`src/rtl/ppi_port_a_strobed.sv`:
```
// Port A strobed-handshake stage (8255 mode 1, group A): pin sampling, edge detection,
// STB/IBF and ACK/OBF handshakes, interrupt request and the CPU read mux.
module ppi_port_a_strobed (
   input  logic       clk,
   input  logic       reset,
   input  logic       cs_n,
   input  logic       rd_n,
   input  logic       wr_n,
   input  logic [1:0] a,
   input  logic [7:0] bus_in,
   output logic [7:0] bus_out,
   output logic       bus_dir,
   input  logic [7:0] pa_in,
   output logic [7:0] pa_out,
   input  logic       stb_n,
   input  logic       ack_n,
   output logic       ibf,
   output logic       obf_n,
   output logic       intr
);

   // Stage s1: raw pin samples
   logic       r_cs_s1, r_rd_s1, r_wr_s1, r_stb_s1, r_ack_s1;
   logic [1:0] r_a_s1;
   logic [7:0] r_bus_s1, r_pa_s1;
   // Stage s2: previous strobe samples
   logic       r_rd_s2, r_wr_s2, r_stb_s2, r_ack_s2;
   logic       r_s1_vld, r_s2_vld;

   // Registered edge events plus the s1 context they were detected with
   logic       r_rd_fall, r_rd_rise, r_wr_fall, r_wr_rise;
   logic       r_stb_fall, r_stb_rise, r_ack_fall, r_ack_rise;
   logic       r_ev_sel;
   logic [1:0] r_ev_a;
   logic [7:0] r_ev_bus, r_ev_pa;

   // Architectural state
   logic       r_dir, r_ibf, r_obf_n, r_intr, r_inte_in, r_inte_out;
   logic [7:0] r_in_latch, r_pa_out;

   logic       w_dir_d, w_ibf_d, w_obf_n_d, w_intr_d, w_inte_in_d, w_inte_out_d;
   logic [7:0] w_in_latch_d, w_pa_out_d;
   logic       w_port, w_ctrl;
   logic       w_rd_act;
   logic [7:0] w_status;

   always_ff @(posedge clk) begin
      if (reset) begin
         r_cs_s1    <= 1'b1;
         r_rd_s1    <= 1'b1;
         r_wr_s1    <= 1'b1;
         r_stb_s1   <= 1'b1;
         r_ack_s1   <= 1'b1;
         r_a_s1     <= 2'b00;
         r_bus_s1   <= 8'h00;
         r_pa_s1    <= 8'h00;
         r_rd_s2    <= 1'b1;
         r_wr_s2    <= 1'b1;
         r_stb_s2   <= 1'b1;
         r_ack_s2   <= 1'b1;
         r_s1_vld   <= 1'b0;
         r_s2_vld   <= 1'b0;
         r_rd_fall  <= 1'b0;
         r_rd_rise  <= 1'b0;
         r_wr_fall  <= 1'b0;
         r_wr_rise  <= 1'b0;
         r_stb_fall <= 1'b0;
         r_stb_rise <= 1'b0;
         r_ack_fall <= 1'b0;
         r_ack_rise <= 1'b0;
         r_ev_sel   <= 1'b0;
         r_ev_a     <= 2'b00;
         r_ev_bus   <= 8'h00;
         r_ev_pa    <= 8'h00;
      end else begin
         r_cs_s1    <= cs_n;
         r_rd_s1    <= rd_n;
         r_wr_s1    <= wr_n;
         r_stb_s1   <= stb_n;
         r_ack_s1   <= ack_n;
         r_a_s1     <= a;
         r_bus_s1   <= bus_in;
         r_pa_s1    <= pa_in;
         r_rd_s2    <= r_rd_s1;
         r_wr_s2    <= r_wr_s1;
         r_stb_s2   <= r_stb_s1;
         r_ack_s2   <= r_ack_s1;
         r_s1_vld   <= 1'b1;
         r_s2_vld   <= r_s1_vld;
         // s2 still holding its reset value is not real history, so no edge is reported
         r_rd_fall  <= r_s2_vld &  r_rd_s2  & ~r_rd_s1;
         r_rd_rise  <= r_s2_vld & ~r_rd_s2  &  r_rd_s1;
         r_wr_fall  <= r_s2_vld &  r_wr_s2  & ~r_wr_s1;
         r_wr_rise  <= r_s2_vld & ~r_wr_s2  &  r_wr_s1;
         r_stb_fall <= r_s2_vld &  r_stb_s2 & ~r_stb_s1;
         r_stb_rise <= r_s2_vld & ~r_stb_s2 &  r_stb_s1;
         r_ack_fall <= r_s2_vld &  r_ack_s2 & ~r_ack_s1;
         r_ack_rise <= r_s2_vld & ~r_ack_s2 &  r_ack_s1;
         r_ev_sel   <= ~r_cs_s1;
         r_ev_a     <= r_a_s1;
         r_ev_bus   <= r_bus_s1;
         r_ev_pa    <= r_pa_s1;
      end
   end

   assign w_port = r_ev_sel & (r_ev_a == 2'b00);
   assign w_ctrl = r_ev_sel & (r_ev_a == 2'b11) & r_wr_rise;

   always_comb begin
      w_dir_d      = r_dir;
      w_ibf_d      = r_ibf;
      w_obf_n_d    = r_obf_n;
      w_intr_d     = r_intr;
      w_inte_in_d  = r_inte_in;
      w_inte_out_d = r_inte_out;
      w_in_latch_d = r_in_latch;
      w_pa_out_d   = r_pa_out;
      // Clears are applied first so a same-cycle set wins
      if (!r_dir) begin
         if (w_port && r_rd_rise) w_ibf_d = 1'b0;
         if (r_stb_fall) begin
            w_in_latch_d = r_ev_pa;
            w_ibf_d      = 1'b1;
         end
         if (w_port && r_rd_fall) w_intr_d = 1'b0;
         if (r_stb_rise && r_ibf && r_inte_in) w_intr_d = 1'b1;
      end else begin
         if (w_port && r_wr_fall) w_intr_d = 1'b0;
         if (r_ack_fall) w_obf_n_d = 1'b1;
         if (w_port && r_wr_rise) begin
            w_pa_out_d = r_ev_bus;
            w_obf_n_d  = 1'b0;
         end
         if (r_ack_rise && r_obf_n && r_inte_out) w_intr_d = 1'b1;
      end
      if (w_ctrl) begin
         if (r_ev_bus[7]) begin
            w_dir_d      = ~r_ev_bus[4];
            w_ibf_d      = 1'b0;
            w_intr_d     = 1'b0;
            w_inte_in_d  = 1'b0;
            w_inte_out_d = 1'b0;
            w_obf_n_d    = 1'b1;
         end else if (r_ev_bus[3:1] == 3'd4) begin
            w_inte_in_d  = r_ev_bus[0];
         end else if (r_ev_bus[3:1] == 3'd6) begin
            w_inte_out_d = r_ev_bus[0];
         end
      end
   end

   always_ff @(posedge clk) begin
      if (reset) begin
         r_dir      <= 1'b0;
         r_ibf      <= 1'b0;
         r_obf_n    <= 1'b1;
         r_intr     <= 1'b0;
         r_inte_in  <= 1'b0;
         r_inte_out <= 1'b0;
         r_in_latch <= 8'h00;
         r_pa_out   <= 8'h00;
      end else begin
         r_dir      <= w_dir_d;
         r_ibf      <= w_ibf_d;
         r_obf_n    <= w_obf_n_d;
         r_intr     <= w_intr_d;
         r_inte_in  <= w_inte_in_d;
         r_inte_out <= w_inte_out_d;
         r_in_latch <= w_in_latch_d;
         r_pa_out   <= w_pa_out_d;
      end
   end

   assign w_rd_act = ~cs_n & ~rd_n;
   assign w_status = {2'b00, r_dir, r_inte_out, r_inte_in, r_obf_n, r_ibf, r_intr};

   always_comb begin
      bus_out = 8'h00;
      if (w_rd_act) begin
         case (a)
            2'b00:   bus_out = r_dir ? r_pa_out : r_in_latch;
            2'b10:   bus_out = w_status;
            default: bus_out = 8'h00;
         endcase
      end
   end

   assign bus_dir = w_rd_act & (a != 2'b11);
   assign pa_out  = r_pa_out;
   assign ibf     = r_ibf;
   assign obf_n   = r_obf_n;
   assign intr    = r_intr;

endmodule

```
`config.mk`:
```
export PLATFORM = sky130hd
export DESIGN_NAME = ppi_port_a_strobed
export DESIGN_NICKNAME = d
export VERILOG_FILES = /design/src/rtl/ppi_port_a_strobed.sv
export SDC_FILE = /design/constraint.sdc
export NUM_CORES = 1
export LEC_CHECK = 0
export ABC_CLOCK_PERIOD_IN_PS = 2400
export CORE_UTILIZATION = 55
export CTS_CLUSTER_SIZE = 20
export DETAILED_ROUTE_END_ITERATION = 12
export PLACE_DENSITY = 0.88
export SLEW_MARGIN = 20
export SYNTH_ARGS = -nofsm -noshare
export SYNTH_HDL_FRONTEND = slang
export SYNTH_SLANG_ARGS = --single-unit
```
`constraint.sdc`:
```
create_clock -name clk -period 2.4 [get_ports clk]
set_input_delay 0.6 -clock clk [delete_from_list [all_inputs] [get_ports clk]]
set_output_delay 0.6 -clock clk [all_outputs]
set_load 0.005 [all_outputs]
```
==> impl_metrics.py, run 1 <==
metrics = {
    "synth": {
        "synth_xor_area_frac": 0,
        "yosys.area_share.adder": 0,
        "yosysSeqAreaShare": 0.601,
        "synthFlopType": "dfxtp_1",
        "synth_compound_area_frac": 0.0616,
        "synth_edf_count": 0,
        "synth_cells": 250,
        "yosysWarnings": 0,
        "avgSynthCellArea_um2": 10.4,
        "synth_simple_gate_area_frac": 0.242,
        "synth_area_mm2": 0.00260,
        "ys_types": 31,
        "synth_top_family_by_area": "simple AND/OR/NAND/NOR gates",
        "synthArstFlopShare": 0,
        "ys_ff_latch": 78,
        "syn_nets": 275,
        "muxShareOfSynthArea": 0.0577,
    },
    "setup_path": {
        "reg2reg_setup_slack_ps": 810,
        "worst-endpoint-arrival_ps": 1740,
        "cp.required_ps": 1800,
        "crit_fanout": 7,
        "cp-end-kind": "output port",
        "critPathLaunchType": "input port",
        "critPathLaunch": "cs_n",
        "timing.rr.start": "r_dir$_SDFFE_PP0P_",
        "reg2regPathDepth": 4,
        "r2r_end": "r_in_latch[1]$_SDFFE_PP0P_",
        "crit_type": "in2out",
        "crit_path_end": "bus_out[0]",
    },
    "grt": {
        "grt_max_degree": 32,
        "grt_usage": 0.221,
        "grt_first_pass_wirelength_um": 8270,
        "grt_pass1_vias": 1830,
        "grt.overflow.total": 0,
        "antenna_found_initial": 0,
    },
    "outcome": {
        "status": "finished with violations",
        "failed_checks": "design-rule violations",
    },
    "cts": {
        "cts_made_buffers": 9,
        "cts.clk_slew.worst_paths_ps": 80,
        "clock_sinks": 78,
        "cts_buffer_depth": 2,
        "clockRootBuffer": "clkbuf_8",
        "cts_tree": "built",
        "clk_latency_ps": 340,
        "cts.htree.levels": 3,
    },
    "sta": {
        "timing.max_slew.rel_slack": 0.516,
        "tightest_slew_ps": 724,
        "maxSlewViolCount": 0,
        "final.setup.worst_slack_ps": 56.3,
        "rsz0062_at_grt": "no",
        "fin_hold_ws_ps": 394,
        "period_minus_slack_ps": 2340,
        "finalSetupViolations": 0,
        "post-route-period-util": 0.977,
        "finalHoldViolCount": 0,
        "setup_tns_ps": 0,
        "clock.fmax_ghz": 0.427,
        "skew_ps": 12.9,
    },
    "finish": {
        "area_growth_pct": 29.2,
        "nNetsFinal": 332,
        "drive_above_1_share": 0.160,
        "n_fill_cell": 306,
        "utilization": 0.756,
        "diodes": 0,
    },
    "drt": {
        "drc": 6,
        "vias_per_cell": 5.19,
        "wl_per_cell_um": 14.5,
        "num_vias": 1889,
        "dr.first_iter.drc_count": 151,
        "postRouteAntennaNets": 0,
        "routed_wirelength_um": 5280,
        "firstDrtPassIters": 9,
    },
    "placement": {
        "numPortBuffers": 44,
        "dp_hpwl_um": 3180,
        "dp_slack_ps": -415,
        "gp_congestion": 0.838,
    },
    "pwr": {
        "ir_drop_mv": 0.506,
        "p_clk_frac": 0.398,
        "finalPower_mw": 2.46,
        "leakagePower_nw": 1.33,
        "p_sw_mw": 0.511,
        "power-per-cell-area_mw_per_mm2": 733,
        "switching_share": 0.208,
        "p_comb_frac": 0.053,
        "p_int_mw": 1.95,
        "pwr-share-seq": 0.550,
    },
    "die": {
        "boundaryPins": 45,
        "fp.coreArea_mm2": 0.00444,
        "die-area_mm2": 0.00501,
        "die_y_um": 70.8,
        "start_util": 0.585,
        "rows": 24,
        "die_x_um": 70.8,
    },
    "run": {
        "cap_violations": 0,
    },
    "min_path": {
        "hold_path_class": "reg2reg",
    },
}
==> flip-flops by register name (all words and copies together), names as in the netlist, 2 cells and up <==
name and cells:
r_pa_s1 8, pa_out 8, r_ev_pa 8, r_a_s1 2, r_in_latch 8, r_ev_a 2
r_ev_bus 8, r_bus_s1 8
==> per-layer routing <==
| metal | track usage | wire, µm | part of all wire |
|---|---|---|---|
| met1 | 0.254 | 2270 | 0.43 |
| met2 | 0.366 | 2570 | 0.49 |
| met3 | 0.0413 | 279 | 0.053 |
| met4 | 0.167 | 165 | 0.031 |
| met5 | 0 | 0 | 0 |
==> critical path, stage by stage <==
cell             delay (ps)
dlygate4sd2_1           250
or3_4                   440
buf_6                   140
nor2_4                  100
clkdlybuf4s15_2         210
==> synthesized netlist by cell type, types with 2 or more instances <==
cell / number / area share
nor2_1: 23 / 0.033
mux2i_1: 15 / 0.058
or2_1: 9 / 0.022
a311oi_1: 2 / 0.0067
nand4b_1: 2 / 0.0067
buf_6: 3 / 0.013
nor3_2: 2 / 0.0077
nand2_1: 18 / 0.026
nand2b_1: 2 / 0.0048
a21oi_1: 17 / 0.033
clkbuf_1: 3 / 0.0043
nor2b_1: 39 / 0.094
dfxtp_1: 78 / 0.60
buf_2: 8 / 0.015
o21ai_1: 3 / 0.0058
nor3b_1: 8 / 0.023
nand3_1: 4 / 0.0077
==> cells in the final DEF, fill, tap and decap left out, drive strengths merged <==
cell           count
nand2             19
clkdlybuf4s15      1
nand4b             2
and4               1
nor2b             40
mux2i             15
nand2b             2
nand3              4
clkdlybuf4s50     30
or2                9
buf               19
a311oi             2
nand4              1
or3                1
dfxtp             78
nor3               2
clkinv             1
a31oi              1
clkbuf            17
o21a               1
nor2              23
nor3b              8
clkinvlp           1
dlygate4sd2        6
dlymetal6s2s       1
bufinv             1
o21ai              4
inv                2
a211oi             1
a21oi             18
a21boi             1
==> power groups by stage <==
stage          logic, mW  clock network [mW]  registers (mW)
2_1_floorplan     0.0598                   0            1.37
3_3_place_gp       0.116                   0            1.38
3_5_place_dp       0.119                   0            1.38
4_1_cts            0.123               0.981            1.35
5_1_grt            0.141                1.03            1.36
6_report           0.130               0.978            1.35
==> layout make-up <==
class / instances / area (µm²) / share of cell area
sequential: 78 / 1560 / 0.465
tap: 52 / 65.1 / 0.0194
multi-input combinational: 155 / 953 / 0.284
clock inverter: 3 / 42.5 / 0.0127
clock buffer: 13 / 159 / 0.0473
timing repair buffer: 61 / 568 / 0.169
inverter: 2 / 7.51 / 0.00224
==> worst min path at each step <==
stage                     depth (start not counted)  slack [ps]                from                    to
after global routing                              1         400  r_rd_s2$_SDFF_PP1_  r_rd_rise$_SDFF_PP0_
after floorplan                                   1         370  r_cs_s1$_SDFF_PP1_   r_ev_sel$_SDFF_PP0_
final                                             1         390  r_rd_s2$_SDFF_PP1_  r_rd_rise$_SDFF_PP0_
after detailed placement                          1         380  r_cs_s1$_SDFF_PP1_   r_ev_sel$_SDFF_PP0_
after CTS                                         1         400  r_rd_s2$_SDFF_PP1_  r_rd_rise$_SDFF_PP0_
after global placement                            1         370  r_cs_s1$_SDFF_PP1_   r_ev_sel$_SDFF_PP0_
==> logic make-up after synthesis <==
family | Yosys count
compound gates | 28
buf+inv | 17
flops | 78
mux | 15
simple gates | 112
==> metrics by stage <==
stage | cells | instance area, µm²
5_1_grt | 364 | 3360
2_1_floorplan | 250 | 2600
3_3_place_gp | 341 | 3100
3_5_place_dp | 341 | 3100
4_1_cts | 362 | 3330
6_report | 364 | 3360
==> timing repair <==
action	4_1_cts	5_1_grt
gates cloned	0	1
endpoints found under the setup margin	9	5
pin swaps	4	1
setup buffers	5	1
gates resized for setup	26	7
hold buffers	0	0
No activity file was read; power rests on OpenSTA's default activity.
==> run 2, diff against run 1 <==
Settings changed: GPL_ROUTABILITY_DRIVEN from default to 1.
==> results of run 2 <==
Same layout as run 1: the final DEF is identical, and so are final timing and power.
